## config.mk

```make
export PLATFORM = sky130hd
export DESIGN_NAME = dm_arbiter
export DESIGN_NICKNAME = d
export VERILOG_FILES = /design/src/rtl/dm_arbiter.sv
export SDC_FILE = /design/constraint.sdc
export NUM_CORES = 1
export LEC_CHECK = 0
export CAP_MARGIN = 20
export CORE_ASPECT_RATIO = 0.7
export CORE_MARGIN = 3
export CORE_UTILIZATION = 34
export CTS_CLUSTER_DIAMETER = 120
export CTS_CLUSTER_SIZE = 16
export DETAILED_ROUTE_END_ITERATION = 6
export PLACE_DENSITY_LB_ADDON = 0.12
export SLEW_MARGIN = 20
export SYNTH_ARGS = -nofsm -noshare
export SYNTH_HDL_FRONTEND = slang
export SYNTH_SLANG_ARGS = --single-unit
```

## constraint.sdc

```tcl
create_clock -name clk -period 5.8 [get_ports clk]
set_input_delay 0.58 -clock clk [delete_from_list [all_inputs] [get_ports clk]]
set_output_delay 0.58 -clock clk [all_outputs]
set_load 0.1 [all_outputs]
```

## src/rtl/dm_arbiter.sv

```systemverilog
// Two-port arbiter for the single-ported data memory: CPU priority, port-1 aging and bounded burst lock.
// Latency: grant and DM drive are combinational; read data returns one cycle after the grant.
// Backpressure: a requester holds req/addr/we/wdata until its gnt; the loser simply waits.
module dm_arbiter #(
    parameter int ADDR_W    = 13,
    parameter int DATA_W    = 16,
    parameter int MAX_WAIT  = 4,
    parameter int BURST_MAX = 8
) (
    input  logic              clk,
    input  logic              rst_n,
    input  logic              req0,
    input  logic              we0,
    input  logic [ADDR_W-1:0] addr0,
    input  logic [DATA_W-1:0] wdata0,
    output logic              gnt0,
    output logic              rvalid0,
    input  logic              req1,
    input  logic              we1,
    input  logic [ADDR_W-1:0] addr1,
    input  logic [DATA_W-1:0] wdata1,
    input  logic              lock1,
    output logic              gnt1,
    output logic              rvalid1,
    output logic [DATA_W-1:0] rdata,
    output logic [ADDR_W-1:0] dm_addr,
    output logic              dm_re,
    output logic              dm_we,
    output logic [DATA_W-1:0] dm_wdata,
    input  logic [DATA_W-1:0] dm_rd_data
);

    localparam int WW = $clog2(MAX_WAIT + 1);
    localparam int BW = (BURST_MAX > 1) ? $clog2(BURST_MAX) : 1;

    logic [WW-1:0]     wait_cnt_q, wait_cnt_d;
    logic [BW-1:0]     burst_cnt_q, burst_cnt_d;
    logic              owner_q, owner_d;
    logic              force_release_q, force_release_d;
    logic              rvalid0_q, rvalid0_d;
    logic              rvalid1_q, rvalid1_d;
    logic [DATA_W-1:0] rdata_q, rdata_d;

    logic aging;
    logic p1_wins;
    logic gnt0_c, gnt1_c;
    logic we_sel;
    logic any_gnt;

    always_comb begin
        aging   = (wait_cnt_q == WW'(MAX_WAIT));
        // A pending forced release overrides both aging and the held lock.
        p1_wins = ~force_release_q & (aging | (owner_q & lock1));
        gnt1_c  = rst_n & req1 & (~req0 | p1_wins);
        gnt0_c  = rst_n & req0 & ~gnt1_c;
        any_gnt = gnt0_c | gnt1_c;

        we_sel   = gnt1_c ? we1    : we0;
        dm_addr  = gnt1_c ? addr1  : addr0;
        dm_wdata = gnt1_c ? wdata1 : wdata0;
        dm_re    = any_gnt & ~we_sel;
        dm_we    = any_gnt & we_sel;
    end

    always_comb begin
        wait_cnt_d = '0;
        if (req1 & ~gnt1_c) begin
            wait_cnt_d = aging ? wait_cnt_q : wait_cnt_q + WW'(1);
        end

        owner_d = owner_q;
        if (gnt1_c) begin
            owner_d = 1'b1;
        end else if (gnt0_c) begin
            owner_d = 1'b0;
        end

        // The lock only counts against port 0 while port 0 is actually waiting.
        force_release_d = 1'b0;
        burst_cnt_d     = burst_cnt_q;
        if (gnt1_c & lock1 & req0) begin
            if (burst_cnt_q == BW'(BURST_MAX - 1)) begin
                force_release_d = 1'b1;
                burst_cnt_d     = '0;
            end else begin
                burst_cnt_d = burst_cnt_q + BW'(1);
            end
        end else if (gnt0_c | ~lock1) begin
            burst_cnt_d = '0;
        end

        rvalid0_d = gnt0_c & ~we0;
        rvalid1_d = gnt1_c & ~we1;
        rdata_d   = (rvalid0_d | rvalid1_d) ? dm_rd_data : rdata_q;
    end

    always_ff @(posedge clk or negedge rst_n) begin
        if (!rst_n) begin
            wait_cnt_q      <= '0;
            burst_cnt_q     <= '0;
            owner_q         <= 1'b0;
            force_release_q <= 1'b0;
            rvalid0_q       <= 1'b0;
            rvalid1_q       <= 1'b0;
            rdata_q         <= '0;
        end else begin
            wait_cnt_q      <= wait_cnt_d;
            burst_cnt_q     <= burst_cnt_d;
            owner_q         <= owner_d;
            force_release_q <= force_release_d;
            rvalid0_q       <= rvalid0_d;
            rvalid1_q       <= rvalid1_d;
            rdata_q         <= rdata_d;
        end
    end

    assign gnt0    = gnt0_c;
    assign gnt1    = gnt1_c;
    assign rvalid0 = rvalid0_q;
    assign rvalid1 = rvalid1_q;
    assign rdata   = rdata_q;

endmodule

```

==> flow_summary.ini <==
[power]
clock_power_share_pct = 15.3
p_int_mw = 0.4804
leakagePower_nw = 1.201
combPwrFrac_pct = 61.0
seq_power_share_pct = 23.7
p_switching_mw = 0.4811
p_per_area_nw_per_um2 = 327.9
worst_ir_drop_vdd_uv = 225.0
p_sw_share_pct = 50.04

[clock_network]
clk_pin_slew_ns = 0.08
clockBufferDepth = 2
h-tree-depth = 1
cts.sinks = 26
cts_buffers = 3
cts_hold_buf = 0
cts_setup_buffers = 0
root_buffer = clkbuf_8
postCtsResizedCells = 0
insertion_delay_ns = 0.27
cts_tree = yes

[layout]
final_nets = 334
instances_no_fill = 300
multi_input_area_um2 = 819.5
n_fill_cell = 287
n_antenna_cell = 0
area_growth_pct = 94.04
drive_above_1_share_pct = 23.39
seq_area_um2 = 650.6

[hold_path]
hold_path_class = register to register
hp-start = rdata[7]

[logic_synthesis]
synth.distinct_cells = 25
synth-seq-cells = 26
postSynthAreaPerCell_um2 = 13.03
yosysSeqAreaShare_pct = 43.05
synth_flop_cell = dfrtp_1
syn-cell-area_um2 = 1511
synth-async-reset-ratio_pct = 100.0
yosysWarnings = 0
synth_cells = 116
synth-edff-count = 0
ys_top_cells_by_count = 36 x mux2_2, 26 x dfrtp_1, 10 x mux2_4
synth_most_common_cell = mux2_2
synth_top_cell_by_area = dfrtp_1
synth.area.top_cells = dfrtp_1 43%, mux2_2 27%, mux2_4 9.9%, ha_1 3.3%, nor2_1 2.0%
synth_fp_nets = 201
synth.top_cell.area_share_pct = 43.05

[worst_setup_path]
crit_type = input port to output pin
worstPathRequired_ns = 5.22
cp-startpoint = rst_n
critPathCaptureType = output pin
path_max_fanout = 40
worstReg2RegStart = wait_cnt_q[0]
start_kind = input port
arrival_ns = 3.57

[drt]
dr.pass1.iters = 5
wl_um = 4505
post_drt_wl_per_cell_um = 15.02
vias_per_cell = 4.533
drt_drc_violations_left = 0
drt_first_iter_violations = 41
drtAntennaViolNets = 0
detailroute.via_count = 1360

[grt]
overflow = 0
grt_pass1_wl_um = 6727
grt_max_degree = 41
gr-usage-all-layers_pct = 16.20
antenna_found_initial = 0
grt_pass1_vias = 1364

[sta]
fmax_mhz = 241.0
finClkSkew_ns = 0.0009466
slew_headroom_pct = 33.42
finalCritPeriodShare_pct = 71.54
rsz0062_at_grt = false
tns_ns = 0
layout_min_cycle_time_ns = 4.149
slew_viol_final = 0
finalWorstSetupSlack_ns = 1.651
finalSetupViolCount = 0
worstMarginPinSlew_ns = 0.9957
hold_violations = 0

[place]
io_buffers = 131
place_inst = 296
post-place-ws_ns = 1.602
place.gp.congestion = 0.7436
dp_hpwl_um = 3726

[die]
die_y_um = 61.79
initial_utilization_pct = 36.96
die-area_um2 = 5294
io_pins = 132
coreArea_um2 = 4089
die_w_um = 85.69
rows = 19

[flow_run]
drv_cap = 0

[status]
status = finished clean
-- final cells by class --
cell class / count / share of cell area (%)
inverters: 2 / 0.2560
multi-input cells: 83 / 27.94
clock buffers: 3 / 1.408
flip-flops and latches: 26 / 22.18
clock inverters: 1 / 1.024
repair buffers: 133 / 44.97
well taps: 52 / 2.218
-- stage by stage --
| step | total power [mW] | area (um^2) | hold WS, ns | utilization, % |
|---|---|---|---|---|
| floorplan | 0.6578 | 1511 | 0.2844 | - |
| global route | 0.9952 | 2933 | 0.5367 | 71.73 |
| CTS | 0.9699 | 2933 | 0.5171 | 71.73 |
| finish | 0.9616 | 2933 | 0.5118 | 71.73 |
| global placement | 0.8191 | 2861 | 0.4948 | 69.98 |
| detailed placement | 0.8210 | 2861 | 0.4967 | 69.98 |
-- layer usage --
layer	GRT usage [%]	up-vias	part of all wire [%]
met2	24.23	51	50
met4	3.386	0	0.73
met1	23.76	620	43
met5	0	-	0
met3	4.216	5	6.3
li1	-	684	-
-- worst max-delay path: stages --
cell and delay [ns]:
clkdlybuf4s50_1 0.46, buf_4 0.33, nand2_1 0.17, o31ai_4 0.18
buf_4 0.43, mux2_2 0.26, clkdlybuf4s50_1 1.14
-- power groups by stage --
| stage | logic [mW] | registers [mW] | clock network (mW) |
|---|---|---|---|
| 3_5_place_dp | 0.589 | 0.232 | 0 |
| 2_1_floorplan | 0.231 | 0.427 | 0 |
| 4_1_cts | 0.590 | 0.229 | 0.151 |
| 6_report | 0.587 | 0.228 | 0.147 |
| 3_3_place_gp | 0.588 | 0.231 | 0 |
| 5_1_grt | 0.605 | 0.234 | 0.157 |
-- path summary, 6_finish.rpt --
path | endpoint | slack (ns) | cells past startpoint
setup / recovery | dm_addr[8] | 1.65 | 7
hold / removal | rdata[7] | 0.51 | 1
setup reg to reg | rdata[0] | 3.45 | 7
hold reg to reg | rdata[7] | 0.51 | 1
max in group asynchronous | rdata[1] | 4.85 | 2
min in group asynchronous | rdata[13] | 0.69 | 2
-- sequential cells by signal (all words and copies together), names as in the netlist --
name / flops
rvalid1: 1
burst_cnt_q: 3
rvalid0: 1
force_release_q: 1
rdata: 16
owner_q: 1
wait_cnt_q: 3
-- cell families (layout without fill, tap and decap cells) --
group                    after synthesis  after routing  share of synthesized area [%]
AO/OA/AOI/OAI                          9              9                          5.712
XOR/XNOR                               1              1                         0.5796
adder cells (fa/ha/maj)                4              4                          3.311
buffers and inverters                  7            139                          2.732
flip-flops                            26             26                          43.05
multiplexers                          47             47                          37.42
AND/OR/NAND/NOR                       22             22                          7.202
-- cell usage in the layout (no fill, tap or decap) --
cell             count
o31ai_4              1
and2_1               1
o21ai_1              1
clkdlybuf4s50_1    128
and4_1               1
a22oi_2              1
bufinv_16            1
a21oi_1              1
clkbuf_8             3
buf_4                5
nor3_1               2
nand3b_2             1
mux2_4              10
a21o_1               1
nor2b_1              3
nor2_1               8
mux2i_1              1
nand2_1              5
o311ai_0             1
mux2_2              36
a32oi_1              3
ha_1                 4
inv_1                2
xnor2_1              1
dfrtp_1             26
nand3_1              1
(Power assumes the default switching activity.)
